File: config.mk
export PLATFORM = sky130hd
export DESIGN_NAME = gcd_host
export DESIGN_NICKNAME = d
export VERILOG_FILES = /design/src/rtl/gcd_defs.sv /design/src/rtl/gcd_host_fifo.sv /design/src/rtl/gcd_host.sv
export SDC_FILE = /design/constraint.sdc
export NUM_CORES = 1
export LEC_CHECK = 0
export ABC_AREA = 1
export CAP_MARGIN = 15
export CORE_ASPECT_RATIO = 1.4
export CORE_MARGIN = 2
export CORE_UTILIZATION = 57
export DETAILED_ROUTE_END_ITERATION = 10
export HOLD_SLACK_MARGIN = 0.1
export PLACE_DENSITY = 0.8
export RECOVER_POWER = 25
export SKIP_LAST_GASP = 1
export SLEW_MARGIN = 20
export SYNTH_ARGS = -nofsm -noshare
export SYNTH_HDL_FRONTEND = slang
export SYNTH_SLANG_ARGS = --single-unit
File: constraint.sdc
create_clock -name clk -period 3.1 [get_ports clk]
set_input_delay 0.62 -clock clk [delete_from_list [all_inputs] [get_ports clk]]
set_output_delay 0.62 -clock clk [all_outputs]
set_load 0.02 [all_outputs]
File: src/rtl/gcd_defs.sv
// Definitions shared by the GCD host and the GCD controller/datapath pair.
package gcd_defs;

  localparam int W = 16;

  typedef enum logic [1:0] {
    H_IDLE = 2'd0,
    H_SEND = 2'd1,
    H_WAIT = 2'd2,
    H_TAKE = 2'd3
  } host_state_e;

  // Operand-register input muxes inside the GCD datapath.
  typedef enum logic [1:0] {
    A_SEL_IN  = 2'd0,
    A_SEL_B   = 2'd1,
    A_SEL_SUB = 2'd2
  } a_sel_e;

  typedef enum logic {
    B_SEL_IN = 1'b0,
    B_SEL_A  = 1'b1
  } b_sel_e;

endpackage

File: src/rtl/gcd_host_fifo.sv
// Count-based synchronous FIFO; storage is cleared on reset so the head reads 0 when empty.
module gcd_host_fifo #(
  parameter int WIDTH = 32,
  parameter int DEPTH = 4
) (
  input  logic             clk,
  input  logic             reset_,
  input  logic             push,
  input  logic [WIDTH-1:0] push_data,
  input  logic             pop,
  output logic [WIDTH-1:0] head,
  output logic             full,
  output logic             empty
);

  localparam int AW = $clog2(DEPTH);
  localparam int CW = AW + 1;

  logic [WIDTH-1:0] mem [DEPTH];
  logic [AW-1:0]    wr_ptr;
  logic [AW-1:0]    rd_ptr;
  logic [CW-1:0]    count;
  logic             do_push;
  logic             do_pop;

  // Full blocks a push even when a pop happens in the same cycle.
  assign do_push = push && !full;
  assign do_pop  = pop && !empty;
  assign full    = (count == CW'(DEPTH));
  assign empty   = (count == '0);
  assign head    = mem[rd_ptr];

  always_ff @(posedge clk or negedge reset_) begin
    if (!reset_) begin
      for (int i = 0; i < DEPTH; i++) mem[i] <= '0;
      wr_ptr <= '0;
      rd_ptr <= '0;
      count  <= '0;
    end else begin
      if (do_push) begin
        mem[wr_ptr] <= push_data;
        wr_ptr      <= wr_ptr + AW'(1);
      end
      if (do_pop) rd_ptr <= rd_ptr + AW'(1);
      case ({do_push, do_pop})
        2'b10:   count <= count + CW'(1);
        2'b01:   count <= count - CW'(1);
        default: ;
      endcase
    end
  end

endmodule

File: src/rtl/gcd_host.sv
// Issues queued operand pairs to the GCD unit one at a time and returns results in order.
module gcd_host #(
  parameter int W       = gcd_defs::W,
  parameter int DEPTH   = 4,
  parameter int TIMEOUT = 1024
) (
  input  logic         clk,
  input  logic         reset_,
  input  logic         cmd_valid,
  output logic         cmd_ready,
  input  logic [W-1:0] cmd_a,
  input  logic [W-1:0] cmd_b,
  output logic         rsp_valid,
  input  logic         rsp_ready,
  output logic [W-1:0] rsp_data,
  output logic [W-1:0] operand_A,
  output logic [W-1:0] operand_B,
  output logic         input_available,
  input  logic         idle,
  input  logic         result_rdy,
  input  logic [W-1:0] result_data,
  output logic         result_taken,
  output logic         busy,
  output logic         err_timeout,
  output logic [15:0]  done_count
);

  import gcd_defs::*;

  localparam int WDW = $clog2(TIMEOUT + 1);

  host_state_e    state;
  logic [WDW-1:0] wdog;
  logic [2*W-1:0] cmd_head;
  logic           cmd_full;
  logic           cmd_empty;
  logic           rsp_full;
  logic           rsp_empty;
  logic           start;
  logic           capture;

  // A job starts only with a free response slot, so the in-flight result always fits.
  assign start     = (state == H_IDLE) && !cmd_empty && idle && !rsp_full;
  assign capture   = (state == H_WAIT) && result_rdy;
  assign cmd_ready = !cmd_full;
  assign rsp_valid = !rsp_empty;
  assign busy      = (state != H_IDLE);

  gcd_host_fifo #(.WIDTH(2*W), .DEPTH(DEPTH)) u_cmd_fifo (
    .clk       (clk),
    .reset_    (reset_),
    .push      (cmd_valid && cmd_ready),
    .push_data ({cmd_a, cmd_b}),
    .pop       (start),
    .head      (cmd_head),
    .full      (cmd_full),
    .empty     (cmd_empty)
  );

  gcd_host_fifo #(.WIDTH(W), .DEPTH(DEPTH)) u_rsp_fifo (
    .clk       (clk),
    .reset_    (reset_),
    .push      (capture),
    .push_data (result_data),
    .pop       (rsp_valid && rsp_ready),
    .head      (rsp_data),
    .full      (rsp_full),
    .empty     (rsp_empty)
  );

  always_ff @(posedge clk or negedge reset_) begin
    if (!reset_) begin
      state           <= H_IDLE;
      operand_A       <= '0;
      operand_B       <= '0;
      input_available <= 1'b0;
      result_taken    <= 1'b0;
      wdog            <= '0;
      err_timeout     <= 1'b0;
      done_count      <= '0;
    end else begin
      case (state)
        H_IDLE: begin
          if (start) begin
            operand_A       <= cmd_head[2*W-1:W];
            operand_B       <= cmd_head[W-1:0];
            input_available <= 1'b1;
            state           <= H_SEND;
          end
        end
        H_SEND: begin
          input_available <= 1'b0;
          wdog            <= '0;
          state           <= H_WAIT;
        end
        H_WAIT: begin
          // Watchdog only flags a stuck job; the host keeps waiting for it.
          if (wdog != WDW'(TIMEOUT)) wdog <= wdog + WDW'(1);
          if (wdog == WDW'(TIMEOUT - 1)) err_timeout <= 1'b1;
          if (result_rdy) begin
            done_count   <= done_count + 16'd1;
            result_taken <= 1'b1;
            state        <= H_TAKE;
          end
        end
        H_TAKE: begin
          result_taken <= 1'b0;
          state        <= H_IDLE;
        end
      endcase
    end
  end

endmodule

==> Word level (Yosys, flattened, before mapping) <==
Index checks and enable logic that the tools add are counted.
{ "totals": {"register_bits": 270, "inputBits": 54, "out_inout_bits": 70, "elab_cells": 111} }
{ "classes": {"n_reduce_logical": 32, "eq_ne": 14, "n_bitwise": 4, "order_cmp": 6, "muxes": 23, "n_addsub": 10} }
{ "op_table": {"columns": ["operator", "count"], "rows": [
  ["$bwmux 128", 1],
  ["$mux 32", 3],
  ["$bmux 32 s2", 1],
  ["$bwmux 64", 1],
  ["$demux 32 s2", 1],
  ["$mux 16", 3],
  ["$bmux 16 s2", 1],
  ["$demux 16 s2", 1],
  ["$pmux 11 s2", 1],
  ["$add 16x1->16 const B", 1],
  ["$reduce_and 2->1", 7],
  ["$ge 3x3->1 const B", 4],
  ["$logic_and 1x1->1", 12],
  ["$not 2->3", 4],
  ["$pmux 3 s2", 2],
  ["$reduce_bool 2->1", 6],
  ["$add 11x1->11 const B", 1],
  ["$eq 11x10->1 const B", 1],
  ["$mux 11", 1],
  ["$ne 11x11->1 const B", 1],
  ["$add 2x1->2 const B", 4],
  ["$eq 2x2->1 const B", 4],
  ["$pmux 2 s4", 1],
  ["$add 3x1->3 const B", 2],
  ["other kinds (12)", 25]
]} }

==> Logic depth before layout (Yosys ltp) <==
Gate-level depths: netlist (run 1).
{ "depth": {"word_depth": 8, "depth_mapped": 13, "mapped_depth_nobuf": 12} }

==> By module <==
Synthesis (run 1) repeated with hierarchy kept, for this count alone.
{ "unflattened": {"cells_unflattened": 1653, "hier_area_um2": 13310.3} }
{ "by_module_without_submodules": {"columns": ["module", "instances", "area_each_um2", "seq_area_each_um2", "cells_per_inst"], "rows": [
  ["gcd_host_fifo (u_cmd_fifo)", 1, 6708.9, 3378.2, 841],
  ["gcd_host_fifo (u_rsp_fifo)", 1, 3592.2, 1776.7, 448],
  ["gcd_host", 1, 3009.1, 1601.5, 364]
]} }

==> Worst setup path before layout (run 1) <==
No wires, ideal clock.
{ "synth_path": {"kind": "register to register", "startpoint": "reg state[0]", "endpoint": "reg u_cmd_fifo.count[2]", "synth_period_minus_slack_ns": 2.224, "t_required_ns": 2.969, "setup_time_ns": 0.131, "path_stages_with_launch": 14, "slack_ns": 0.876, "arrival_ns": 2.093, "path_cell_list": "dfrtp_1 inv_1 ha_1 nand2_1 inv_1 nand3_4 inv_2 buf_4 ha_1 inv_1 fa_1 a21oi_1 o21ai_0 xor2_1"} }
{ "synth_between": {"elab_chain_cells": 7, "elab_cells_between_ends": 9} }
{ "synth_lines": {"columns": ["item", "line_no", "text"], "rows": [
  ["from (decl)", "gcd_host.sv:32", "host_state_e state;"],
  ["from (signal assigned)", "gcd_host.sv:73", "state <= H_IDLE;"],
  ["from (signal assigned)", "gcd_host.sv:88", "state <= H_SEND;"],
  ["from (signal assigned)", "gcd_host.sv:94", "state <= H_WAIT;"],
  ["$logic_not 2->1 *", "gcd_host.sv:43", "assign start = (state == H_IDLE) && !cmd_empty && idle && !rsp_full;"],
  ["$logic_and 1x1->1 * (3 in series)", "gcd_host.sv:43", null],
  ["$logic_and 1x1->1 *", "gcd_host_fifo.sv:28", "assign do_pop = pop && !empty;"],
  ["named net u_cmd_fifo.do_pop", "gcd_host_fifo.sv:24", "logic do_pop;"],
  ["$eq 2x1->1 or $eq 2x2->1 (tied branches)", "gcd_host_fifo.sv:45", "case ({do_push, do_pop})"],
  ["$pmux 3 s2 or $reduce_bool 2->1 (tied branches)", null, null],
  ["to (signal assigned)", "gcd_host_fifo.sv:46", "2'b10: count <= count + CW'(1);"],
  ["to (signal assigned)", "gcd_host_fifo.sv:47", "2'b01: count <= count - CW'(1);"],
  ["to (decl)", "gcd_host_fifo.sv:22", "logic [CW-1:0] count;"]
]} }
The timed path passes the listed nets; every way through them passes the cells marked *.
A chain may end at the register's enable or synchronous reset.

==> Final worst setup path (run 1) <==
{ "layout_path": {"startpoint": "reg u_rsp_fifo.rd_ptr[1]", "endpoint": "out rsp_data[1]"} }
{ "layout_between": {"elab_chain_cells": 4} }
{ "layout_lines": {"columns": ["item", "line_no", "text"], "rows": [
  ["from (decl)", "gcd_host_fifo.sv:21", "logic [AW-1:0] rd_ptr;"],
  ["from (signal assigned)", "gcd_host_fifo.sv:44", "if (do_pop) rd_ptr <= rd_ptr + AW'(1);"],
  ["$not 2->3 (implied by the code)", "gcd_host_fifo.sv:31", "assign head = mem[rd_ptr];"],
  ["$bmux 16 s2", "gcd_host_fifo.sv:31", null],
  ["$mux 16 (implied by the code) (2 in series)", "gcd_host_fifo.sv:31", null],
  ["to (decl)", "gcd_host.sv:15", "output logic [W-1:0] rsp_data,"]
]} }
Every way passes these cells. The select of a mux whose other input is x is not followed.

==> results of run 1 <==
## layer usage
layer / global-route usage / up-vias / share of wire
met4: 0.0783 / 0 / 0.023
met2: 0.447 / 315 / 0.51
met5: 0 / - / 0
li1: - / 4959 / -
met3: 0.0357 / 48 / 0.064
met1: 0.333 / 5015 / 0.40
## worst reg2reg max path, delay by kind of cell (launching register included)
kind | cells | cell delay (ns)
fa+ha+maj | 3 | 0.90
flops | 1 | 0.39
simple gates | 2 | 0.36
buf+inv | 3 | 0.27
compound gates | 2 | 0.26
xor+xnor | 1 | 0.15
## logic make-up (layout without fill, tap and decap cells)
group | count (synthesis) | count (layout) | share of synthesized area
AO/OA/AOI/OAI | 382 | 382 | 0.158
XOR/XNOR | 22 | 22 | 0.0153
adder cells (fa/ha/maj) | 19 | 19 | 0.0200
buffers and inverters | 217 | 327 | 0.0808
flip-flops | 270 | 270 | 0.536
AND/OR/NAND/NOR | 578 | 578 | 0.189
## layout make-up
| class | count | area (sq um) | area share |
|---|---|---|---|
| inverters | 136 | 520 | 0.0351 |
| multi-input cells | 1001 | 4830 | 0.326 |
| flip-flops and latches | 270 | 6760 | 0.456 |
| well taps | 297 | 372 | 0.0251 |
| clock inverters | 12 | 169 | 0.0114 |
| clock buffers | 36 | 769 | 0.0519 |
| repair buffers | 143 | 1410 | 0.0949 |
## cells in the final DEF (no fill, tap or decap), types with 4 or more instances in the layout
cell type	count
nand2_1	424
dfrtp_1	268
o21ai_0	247
inv_1	130
clkdlybuf4s50_1	122
nor2_1	90
o21ai_1	64
a21oi_1	37
nand3_1	31
clkbuf_16	27
xor2_1	17
o21ai_2	17
ha_1	17
o22ai_1	16
buf_4	14
nor3_1	7
nand4_1	6
clkbuf_8	6
nand2_4	5
xnor2_1	5
clkinv_2	5
inv_2	4
bufinv_16	4
clkbuf_1	4
## path summary, 6_finish.rpt
path	from	to	slack, ns	cells after the start
setup / recovery	u_rsp_fifo.rd_ptr[1]	rsp_data[1]	0.13	4
hold / removal	err_timeout	err_timeout	0.46	2
setup reg to reg	state[0]	u_rsp_fifo.count[2]	0.65	11
hold reg to reg	err_timeout	err_timeout	0.46	2
max in group asynchronous	reset_	u_cmd_fifo.rd_ptr[0]	0.49	3
min in group asynchronous	reset_	u_rsp_fifo.mem[4]	1.20	2
## synth_stat cells (all sizes together)
master and count:
a21oi 37, nor2 95, nand3 34, xnor2 5
clkinv 1, and2 1, ha 17, nand3b 2
clkbuf 30, inv 135, buf 51, fa 2
a22oi 1, nor3b 1, dfrtp 270, o21ai 328
o22ai 16, nand4 6, nand2 431, nor3 7
or2 1, xor2 17
## flip-flops by register name, indices dropped and copies added (netlist names)
register	cells
u_rsp_fifo.wr_ptr	2
u_cmd_fifo.count	3
operand_A	16
result_taken	1
u_rsp_fifo.rd_ptr	2
operand_B	16
u_cmd_fifo.mem	128
u_cmd_fifo.wr_ptr	2
input_available	1
u_rsp_fifo.mem	64
err_timeout	1
done_count	16
u_rsp_fifo.count	3
state	2
u_cmd_fifo.rd_ptr	2
wdog	11
## report_power, final
group,internal (mW),leakage [nW],switching (mW)
clock,2.07,0.460,1.35
combinational,2.43,3.29,4.03
sequential,5.05,3.38,0.787
## through the flow
step | worst slack, ns | utilization | instances
after floorplan | 0.876 | - | 1488
after global placement | 0.556 | 0.639 | 1846
after detailed placement | 0.508 | 0.639 | 1846
after CTS | 0.108 | 0.682 | 1895
after global routing | 0.0236 | 0.681 | 1895
final | 0.133 | 0.681 | 1895
==> out/results.txt, run 1 <==
status: finished with violations
failing checks: capacitance limit, slew limit
area delta synth->final: 17.6%
cts bufs inserted: 26
die area: 23300 sq um
Worst-Margin Slew: 2.09 ns
Setup Skew: 0.0196 ns
#FFs+latches synth: 270
CTS HTree Levels: 1
Die Y: 180 microns
setup bufs post-CTS: 0
clk root buf: clkbuf_16
Worst EP arrival: 2.35 ns
warning count from the yosys run: 0
Die W: 130 microns
nets: 1651
Post-CTS Resized: 0
Hold Slack: 0.461 ns
Critical Path RT: 2.48 ns
antenna cells: 0
register area share after synthesis: 0.536
I/O Buffers: 123
initial DRC count: 745
vias: 10337
Synth Cell Area: 12600 sq um
top cells by area, synth: dfrtp_1 (54%), nand2_1 (13%), o21ai_0 (9.8%)
CP bufs+invs: 2
RSZ-0062 raised after global routing: no
Synth top area share: 0.536
Area after DPL: 13900 sq um
DRT Pass-1 Iters: 6
number of fill cells: 1746
Fin. Hold Viols: 0
Overflow after GRT: 0
Setup CP Type: reg -> out
first-pass GRT wire length: 49600 microns
Antenna Violating Nets Remaining: 0
Rel. slew slack: -0.392
final worst path period share: 0.957
WL/cell: 15.5 microns
DRC: 0
Peak VDD IR: 0.000604 V
Pwr Total: 15.7 mW
CTS tree: built
post-synth net total: 1561
Slew Viols, Final: 118
CTS max path bufs: 3
worst hold path class: reg -> reg
post-layout instance area: 14800 sq um
Cells after Synth: 1488
Cell variety after synth: 38
clock-pin slew on the worst setup and hold paths: 0.06 ns
GRT Util Overall: 0.257
CP startpoint kind: flop
final WL: 29400 microns
CP top delay family: buffers and inverters
initial antenna violation count: 0
vias in the first global route: 10289
clock latency on the worst-skew pair: 0.53 ns
slowest CP cell: clkdlybuf4s50_1
setup_tns: 0 ns
GPL Wtd Cong: 0.847
CP Cell Sequence: inv_1, o21ai_0, o22ai_1, clkdlybuf4s50_1
max_cap viols: 2
Ports: 124
max incr delay on CP: 0.64 ns
area leader, netlist: dfrtp_1
Post-CTS Hold Fix Bufs: 1
syn avg cell area: 8.47 sq um
fin crit period: 2.97 ns
Post-DP HPWL: 18200 microns
ratio of cells with drive above 1 in the final layout: 0.0651
initial core utilization: 0.579
fmax: 337 MHz
largest net degree at the start of global routing: 97
Pleak: 7.13 nW
vias per inst: 5.45
Core Box Area: 21800 sq um
CP Capture Type: primary output
Setup Viol. Count Final: 0
cell row count: 64
CTS Sinks: 270
PD cells: 1060 nW/um^2
crit path max fanout: 17
No activity file was read; power rests on OpenSTA's default activity.
==> run 2, diff against run 1 <==
--- a/config.mk
+++ b/config.mk
@@ -5,7 +5,6 @@
 export SDC_FILE = /design/constraint.sdc
 export NUM_CORES = 1
 export LEC_CHECK = 0
-export ABC_AREA = 1
 export CAP_MARGIN = 15
 export CORE_ASPECT_RATIO = 1.4
 export CORE_MARGIN = 2
==> run 2 against run 1 <==
- the run still ends with capacitance limit, slew limit left
- global-route usage decreased by 3.3 points
- non-clock buffer count increased by 5
- routed wire length decreased by 19%
- combinational power decreased by 2%
- register-to-register slack improved by 0.17 ns
- area after synthesis decreased by 6.6%
- fmax increased by 3.2%
- utilization increased by 2.0 points
- critical endpoint is now rsp_data[4]
==> out/results.txt, run 2 <==
status: finished with violations
failing checks: capacitance limit, slew limit
vias per inst: 5.80 (+6.4%)
clk root buf: clkbuf_16
GRT Util Overall: 0.224 (-0.0334)
final non-filler cell total: 1175 (-38%)
Rel. slew slack: -0.558 (-0.166)
async set or reset register ratio after synthesis: 1.00 (unchanged)
CTS max path bufs: 3 (unchanged)
crit path max fanout: 10 (-7)
Worst-Margin Slew: 2.34 ns (+0.249 ns)
R2R Path Start: u_rsp_fifo.count[1]
Post-CTS Hold Fix Bufs: 0 (-1)
Peak VDD IR: 0.000671 V (+11%)
syn avg cell area: 15.5 sq um (+83%)
GPL Wtd Cong: 0.831 (-1.9%)
biggest regs: u_cmd_fifo.mem: 128 flops, u_rsp_fifo.mem: 64 flops
most frequent cell after synthesis: dfrtp_1
area delta synth->final: 21.4%
vias: 6817 (-34%)
Largest Register: u_cmd_fifo.mem
Die W: 125 microns (-3.3%)
antenna cells: 0 (unchanged)
Setup crit start: u_rsp_fifo.rd_ptr[1]
Critical Path RT: 2.48 ns (about the same)
Setup Skew: 0.00760 ns (-0.0120 ns)
Setup Viol. Count Final: 0 (unchanged)
CTS Sinks: 270 (unchanged)
cell row count: 62 (-3.1%)
CTS HTree Levels: 1 (unchanged)
Ports: 124 (unchanged)
CP Capture Type: primary output
largest net degree at the start of global routing: 92 (-5.2%)
Cell variety after synth: 43 (+13%)
vias in the first global route: 7710 (-25%)
initial antenna violation count: 0 (unchanged)
commonest cells in the synthesized netlist: dfrtp_1 (270), mux2_2 (226), mux4_2 (48)
warning count from the yosys run: 0 (unchanged)
fmax: 348 MHz (+3.2%)
hold path start: done_count[15]
clock-pin slew on the worst setup and hold paths: 0.06 ns (about the same)
first-pass GRT wire length: 39700 microns (-20%)
EDFF count, synth: 0 (unchanged)
top cells by area, synth: dfrtp_1 (57%), mux2_2 (22%), mux4_2 (9.2%)
Cells after Synth: 758 (-49%)
Main synth FF type: dfrtp_1
Setup CP Type: reg -> out
#FFs+latches synth: 270 (unchanged)
worst hold path class: reg -> reg
Post-CTS Resized: 0 (unchanged)
Final Util: 0.700 (+0.0196)
cts bufs inserted: 26 (unchanged)
Core Box Area: 20400 sq um (-6.3%)
Worst EP arrival: 2.25 ns (-0.10 ns)
I/O Buffers: 123 (unchanged)
post-synth net total: 831 (-47%)
setup bufs post-CTS: 0 (unchanged)
R2R Setup Slk: 0.82 ns (+0.17 ns)
Fin. Hold Viols: 0 (unchanged)
most common cell after layout, fill and taps aside: dfrtp_1
Synth top area share: 0.574 (+0.0379)
WL/cell: 20.3 microns (+30%)
CTS tree: built
area leader, netlist: dfrtp_1
DRC: 0 (unchanged)
initial DRC count: 274 (-63%)
CP startpoint kind: flop
max_cap viols: 1 (-1)
Pleak: 6.17 nW (-14%)
PD cells: 1100 nW/um^2 (+3.8%)
clock latency on the worst-skew pair: 0.52 ns (about the same)
ratio of cells with drive above 1 in the final layout: 0.383 (+0.318)
fin crit period: 2.87 ns (-0.0927 ns)
placed cell count: 1127 (-39%)
die area: 21800 sq um (-6.4%)
Die Y: 174 microns (-3.3%)
initial core utilization: 0.577 (-0.00173)
setup_tns: 0 ns (unchanged)
DRT Pass-1 Iters: 4 (-2)
max reg flops: 128 (unchanged)
nets: 972 (-41%)
Slew Viols, Final: 90 (-24%)
register area share after synthesis: 0.574 (+0.0379)
Overflow after GRT: 0 (unchanged)
final worst path period share: 0.927 (-0.0299)
Antenna Violating Nets Remaining: 0 (unchanged)
final WL: 23800 microns (-19%)
Synth Cell Area: 11800 sq um (-6.6%)
Post-DP HPWL: 16200 microns (-11%)
most frequent cells in the layout: dfrtp_1 (269), mux2_2 (226), clkdlybuf4s50_1 (122)
RSZ-0062 raised after global routing: no
==> run 2: cell types whose count changed after synthesis, moves of 17 or more <==
| cell | delta |
|---|---|
| a21oi_1 | -37 |
| clkbuf_1 | -20 |
| inv_1 | -105 |
| mux2_2 | +226 |
| mux4_2 | +48 |
| nand2_1 | -394 |
| nand3_1 | -19 |
| nor2_1 | -83 |
| o21ai_0 | -240 |
| o21ai_1 | -63 |
| o21ai_2 | -17 |
==> run 2: per-layer routing <==
| metal | vias up | routed length, microns | GRT usage |
|---|---|---|---|
| met2 | 168 | 12900 | 0.410 |
| met1 | 3570 | 9180 | 0.271 |
| met3 | 48 | 1140 | 0.0388 |
| met4 | 0 | 578 | 0.0644 |
| li1 | 3031 | - | - |
| met5 | - | 0 | 0 |
==> run 2: logic make-up after synthesis <==
| kind of cell | share of synthesized area |
|---|---|
| compound gates | 0.0152 |
| flops | 0.574 |
| fa+ha+maj | 0.0215 |
| simple gates | 0.0333 |
| xor+xnor | 0.0238 |
| buf+inv | 0.0210 |
| mux | 0.311 |
==> run 2: critical path: stages (launching register included) <==
cell	delay, ns
dfrtp_1	0.57
buf_4	0.29
mux4_2	0.33
clkdlybuf4s50_1	0.55
==> run 2: stage by stage <==
step	hold WS [ns]	worst slack (ns)	cell area, sq um	total power, mW
detailed placement	0.465	0.450	13400	12.7
floorplan	0.324	0.537	11800	10.4
finish	0.477	0.225	14300	15.7
global route	0.503	0.140	14300	16.6
global placement	0.462	0.498	13400	12.3
CTS	0.135	0.200	14300	15.9
==> run 2: path summary, 6_finish.rpt <==
path | endpoint | cells after the start
setup / recovery | rsp_data[4] | 3
hold / removal | done_count[15] | 1
setup reg to reg | u_rsp_fifo.count[2] | 9
hold reg to reg | done_count[15] | 1
max in group asynchronous | u_rsp_fifo.mem[56] | 2
min in group asynchronous | u_rsp_fifo.mem[58] | 1
==> run 2: area by class of cell <==
class / instances / area (sq um)
Clock buffer: 43 / 816
Clock inverter: 5 / 50.0
Fill cell: 1347 / 6110
Inverter: 24 / 90.1
Multi-Input combinational cell: 429 / 4780
Sequential cell: 270 / 6760
Tap cell: 256 / 320
Timing Repair Buffer: 148 / 1470
==> run 2: report_power, final <==
part           leakage (nW)  internal, mW  switching [mW]
combinational          2.46          3.73            2.60
sequential             3.28          5.20            1.05
clock                 0.429          1.87            1.27
==> run 3, diff against run 2 <==
--- a/config.mk
+++ b/config.mk
@@ -8,13 +8,14 @@
 export CAP_MARGIN = 15
 export CORE_ASPECT_RATIO = 1.4
 export CORE_MARGIN = 2
-export CORE_UTILIZATION = 57
+export CORE_UTILIZATION = 46
 export DETAILED_ROUTE_END_ITERATION = 10
 export HOLD_SLACK_MARGIN = 0.1
-export PLACE_DENSITY = 0.8
+export PLACE_DENSITY_LB_ADDON = 0.2
 export RECOVER_POWER = 25
 export SKIP_LAST_GASP = 1
 export SLEW_MARGIN = 20
 export SYNTH_ARGS = -nofsm -noshare
 export SYNTH_HDL_FRONTEND = slang
+export SYNTH_HIERARCHICAL = 1
 export SYNTH_SLANG_ARGS = --single-unit
==> run 3 against run 2 <==
- first-iteration DRC count decreased by 15%
- via count decreased by 1.7%
- non-clock buffer count decreased by 1
- hold slack got worse by 0.0011 ns
- critical path depth unchanged
- area after synthesis increased by 2.0%
- the run still ends with capacitance limit, slew limit left
- critical path type unchanged
- worst setup slack got worse by 0.098 ns
- critical endpoint unchanged
- power decreased by 0.42%
==> out/results.txt, run 3 <==
Synth Cell Area: 12000 sq um (+2.0%)
top cells by area, synth: dfrtp_1 (56%), mux2_2 (21%), mux4_2 (9.0%)
met1 usage in global routing: 0.235 (-0.0361)
max reg flops: 128 (unchanged)
clock-pin slew on the worst setup and hold paths: 0.06 ns (about the same)
PD cells: 1090 nW/um^2 (-1.4%)
CTS max path bufs: 3 (unchanged)
area delta synth->final: 20.1%
#FFs+latches synth: 270 (unchanged)
most frequent cells in the layout: dfrtp_1 (269), mux2_2 (228), clkdlybuf4s50_1 (122)
largest net degree at the start of global routing: 87 (-5.4%)
initial DRC count: 234 (-15%)
Peak VDD IR: 0.000619 V (-7.8%)
CP startpoint kind: flop
Ports: 124 (unchanged)
most frequent cell after synthesis: dfrtp_1
Overflow after GRT: 0 (unchanged)
busiest grt layer: met2
Cells after Synth: 768 (+1.3%)
vias: 6704 (-1.7%)
Slew Viols, Final: 60 (-33%)
initial core utilization: 0.463 (-0.114)
Setup Skew: 0.00847 ns (+0.000870 ns)
worst hold path class: reg -> reg
most common cell after layout, fill and taps aside: dfrtp_1
worst slack, placed: 0.453 ns (+0.00287 ns)
Synth Area in Adders: 0.0221 (+0.000615)
setup_tns: 0 ns (unchanged)
Die Y: 195 microns (+12%)
WL/cell: 19.0 microns (-6.4%)
clock latency on the worst-skew pair: 0.52 ns (about the same)
Pleak: 6.10 nW (-1.1%)
DRC: 0 (unchanged)
ratio of cells with drive above 1 in the final layout: 0.379 (-0.00450)
CP Capture Type: primary output
status: finished with violations
final worst path period share: 0.959 (+0.0317)
R2R Setup Slk: 0.48 ns (-0.34 ns)
Rel. slew slack: -0.0564 (+0.502)
clk root buf: clkbuf_16
area leader, netlist: dfrtp_1
largest family of logic cells by synthesized area: multiplexers
fmax: 336 MHz (-3.3%)
fin crit period: 2.97 ns (+0.0983 ns)
met3 Resource Use GR: 0.0329 (-0.00592)
final WL: 23600 microns (-0.74%)
Setup CP Type: reg -> out
compound-gate portion of the synthesized area: 0.0126 (-0.00259)
CTS Sinks: 270 (unchanged)
initial antenna violation count: 1 (+1)
syn avg cell area: 15.6 sq um (+0.70%)
FF-to-FF path depth: 9 (unchanged)
Post-Synth XOR/XNOR Area: 0.0248 (+0.000985)
nets: 980 (+0.82%)
Cell variety after synth: 44 (+2.3%)
Post-DP HPWL: 14900 microns (-8.0%)
Synth top area share: 0.562 (-0.0114)
max_cap viols: 1 (unchanged)
Simple-Gate Fraction of Synth Area: 0.0400 (+0.00673)
biggest regs: u_cmd_fifo/mem: 128 flops, u_rsp_fifo/mem: 64 flops
Fin. Hold Viols: 0 (unchanged)
Post-CTS Resized: 0 (unchanged)
setup bufs post-CTS: 0 (unchanged)
EDFF count, synth: 0 (unchanged)
GRT Util Overall: 0.178 (-0.0463)
die area: 27400 sq um (+26%)
vias in the first global route: 7415 (-3.8%)
commonest cells in the synthesized netlist: dfrtp_1 (270), mux2_2 (228), mux4_2 (48)
RSZ-0062 raised after global routing: no
vias per inst: 5.38 (-7.3%)
Core Box Area: 25900 sq um (+27%)
Setup WS post-layout: 0.127 ns (-0.0983 ns)
CTS tree: built
register area share after synthesis: 0.562 (-0.0114)
async set or reset register ratio after synthesis: 1.00 (unchanged)
warning count from the yosys run: 6 (+6)
Worst-Margin Slew: 1.58 ns (-0.753 ns)
Worst EP arrival: 2.35 ns (+0.10 ns)
M2 GR Usage: 0.308 (-0.102)
CTS HTree Levels: 1 (unchanged)
Area after DPL: 13600 sq um (+1.5%)
post-synthesis mux area share: 0.306 (-0.00515)
Setup Viol. Count Final: 0 (unchanged)
crit path max fanout: 14 (+4)
first-pass GRT wire length: 39200 microns (-1.1%)
Largest Register: u_cmd_fifo/mem
I/O Buffers: 123 (unchanged)
Critical Path RT: 2.48 ns (about the same)
hold path depth: 1 (unchanged)
post-layout instance area: 14400 sq um (+0.96%)
Main synth FF type: dfrtp_1
antenna cells: 0 (unchanged)
cell row count: 70 (+13%)
cts bufs inserted: 26 (unchanged)
failing checks: capacitance limit, slew limit
Die W: 141 microns (+12%)
GPL Wtd Cong: 0.743 (-11%)
DRT Pass-1 Iters: 4 (unchanged)
post-synth net total: 842 (+1.3%)
Antenna Violating Nets Remaining: 0 (unchanged)
[run 3: worst max-delay path, stage by stage, from the launching register on]
cell	delay, ns
dfrtp_1	0.52
buf_12	0.22
mux4_2	0.53
clkdlybuf4s50_1	0.55
[run 3: metrics by stage]
| step | hold WS [ns] | util | instances | total power [mW] |
|---|---|---|---|---|
| final | 0.476 | 0.557 | 1246 | 15.7 |
| after global routing | 0.499 | 0.557 | 1246 | 16.6 |
| after CTS | 0.481 | 0.558 | 1246 | 15.9 |
| after detailed placement | 0.467 | 0.526 | 1201 | 12.8 |
| after global placement | 0.464 | 0.526 | 1201 | 12.6 |
| after floorplan | 0.324 | - | 768 | 10.6 |
[run 3: layer usage]
| metal | vias up | part of all wire |
|---|---|---|
| li1 | 3042 | - |
| met1 | 3522 | 0.44 |
| met2 | 110 | 0.50 |
| met3 | 28 | 0.041 |
| met4 | 2 | 0.017 |
| met5 | - | 0.00055 |
[run 3: layout make-up]
class | count | area (sq um)
inverter | 23 | 86.3
fill | 2166 | 11500
clock inverter | 3 | 40.0
sequential | 270 | 6760
tap | 324 | 405
clock buffer | 41 | 788
multi-input combinational | 438 | 4890
timing repair buffer | 147 | 1460
[run 3: worst paths after layout]
kind                                 startpoint             endpoint
setup / recovery           u_rsp_fifo/rd_ptr[0]          rsp_data[4]
hold / removal                      err_timeout          err_timeout
setup reg to reg            u_rsp_fifo/count[0]  u_cmd_fifo/count[2]
hold reg to reg                     err_timeout          err_timeout
max in group asynchronous                reset_    u_cmd_fifo/mem[7]
min in group asynchronous                reset_       done_count[11]
[run 3: power breakdown]
| part | switching, mW | internal (mW) | total, mW |
|---|---|---|---|
| registers | 1.03 | 5.20 | 6.24 |
| logic | 2.56 | 3.76 | 6.32 |
| clock network | 1.29 | 1.81 | 3.10 |
[run 3: cell families (layout without fill, tap and decap cells)]
group                    count (synthesis)  after routing
buffers and inverters                   60            214
adder cells (fa/ha/maj)                 20             20
AND/OR/NAND/NOR                         85             85
AO/OA/AOI/OAI                           20             20
multiplexers                           279            279
XOR/XNOR                                34             34
flip-flops                             270            270
[run 3: timing repair]
item | CTS | global route
endpoints found under the setup margin | 0 | 0
hold buffers | 1 | 0
hold endpoints to repair | 55 | 0
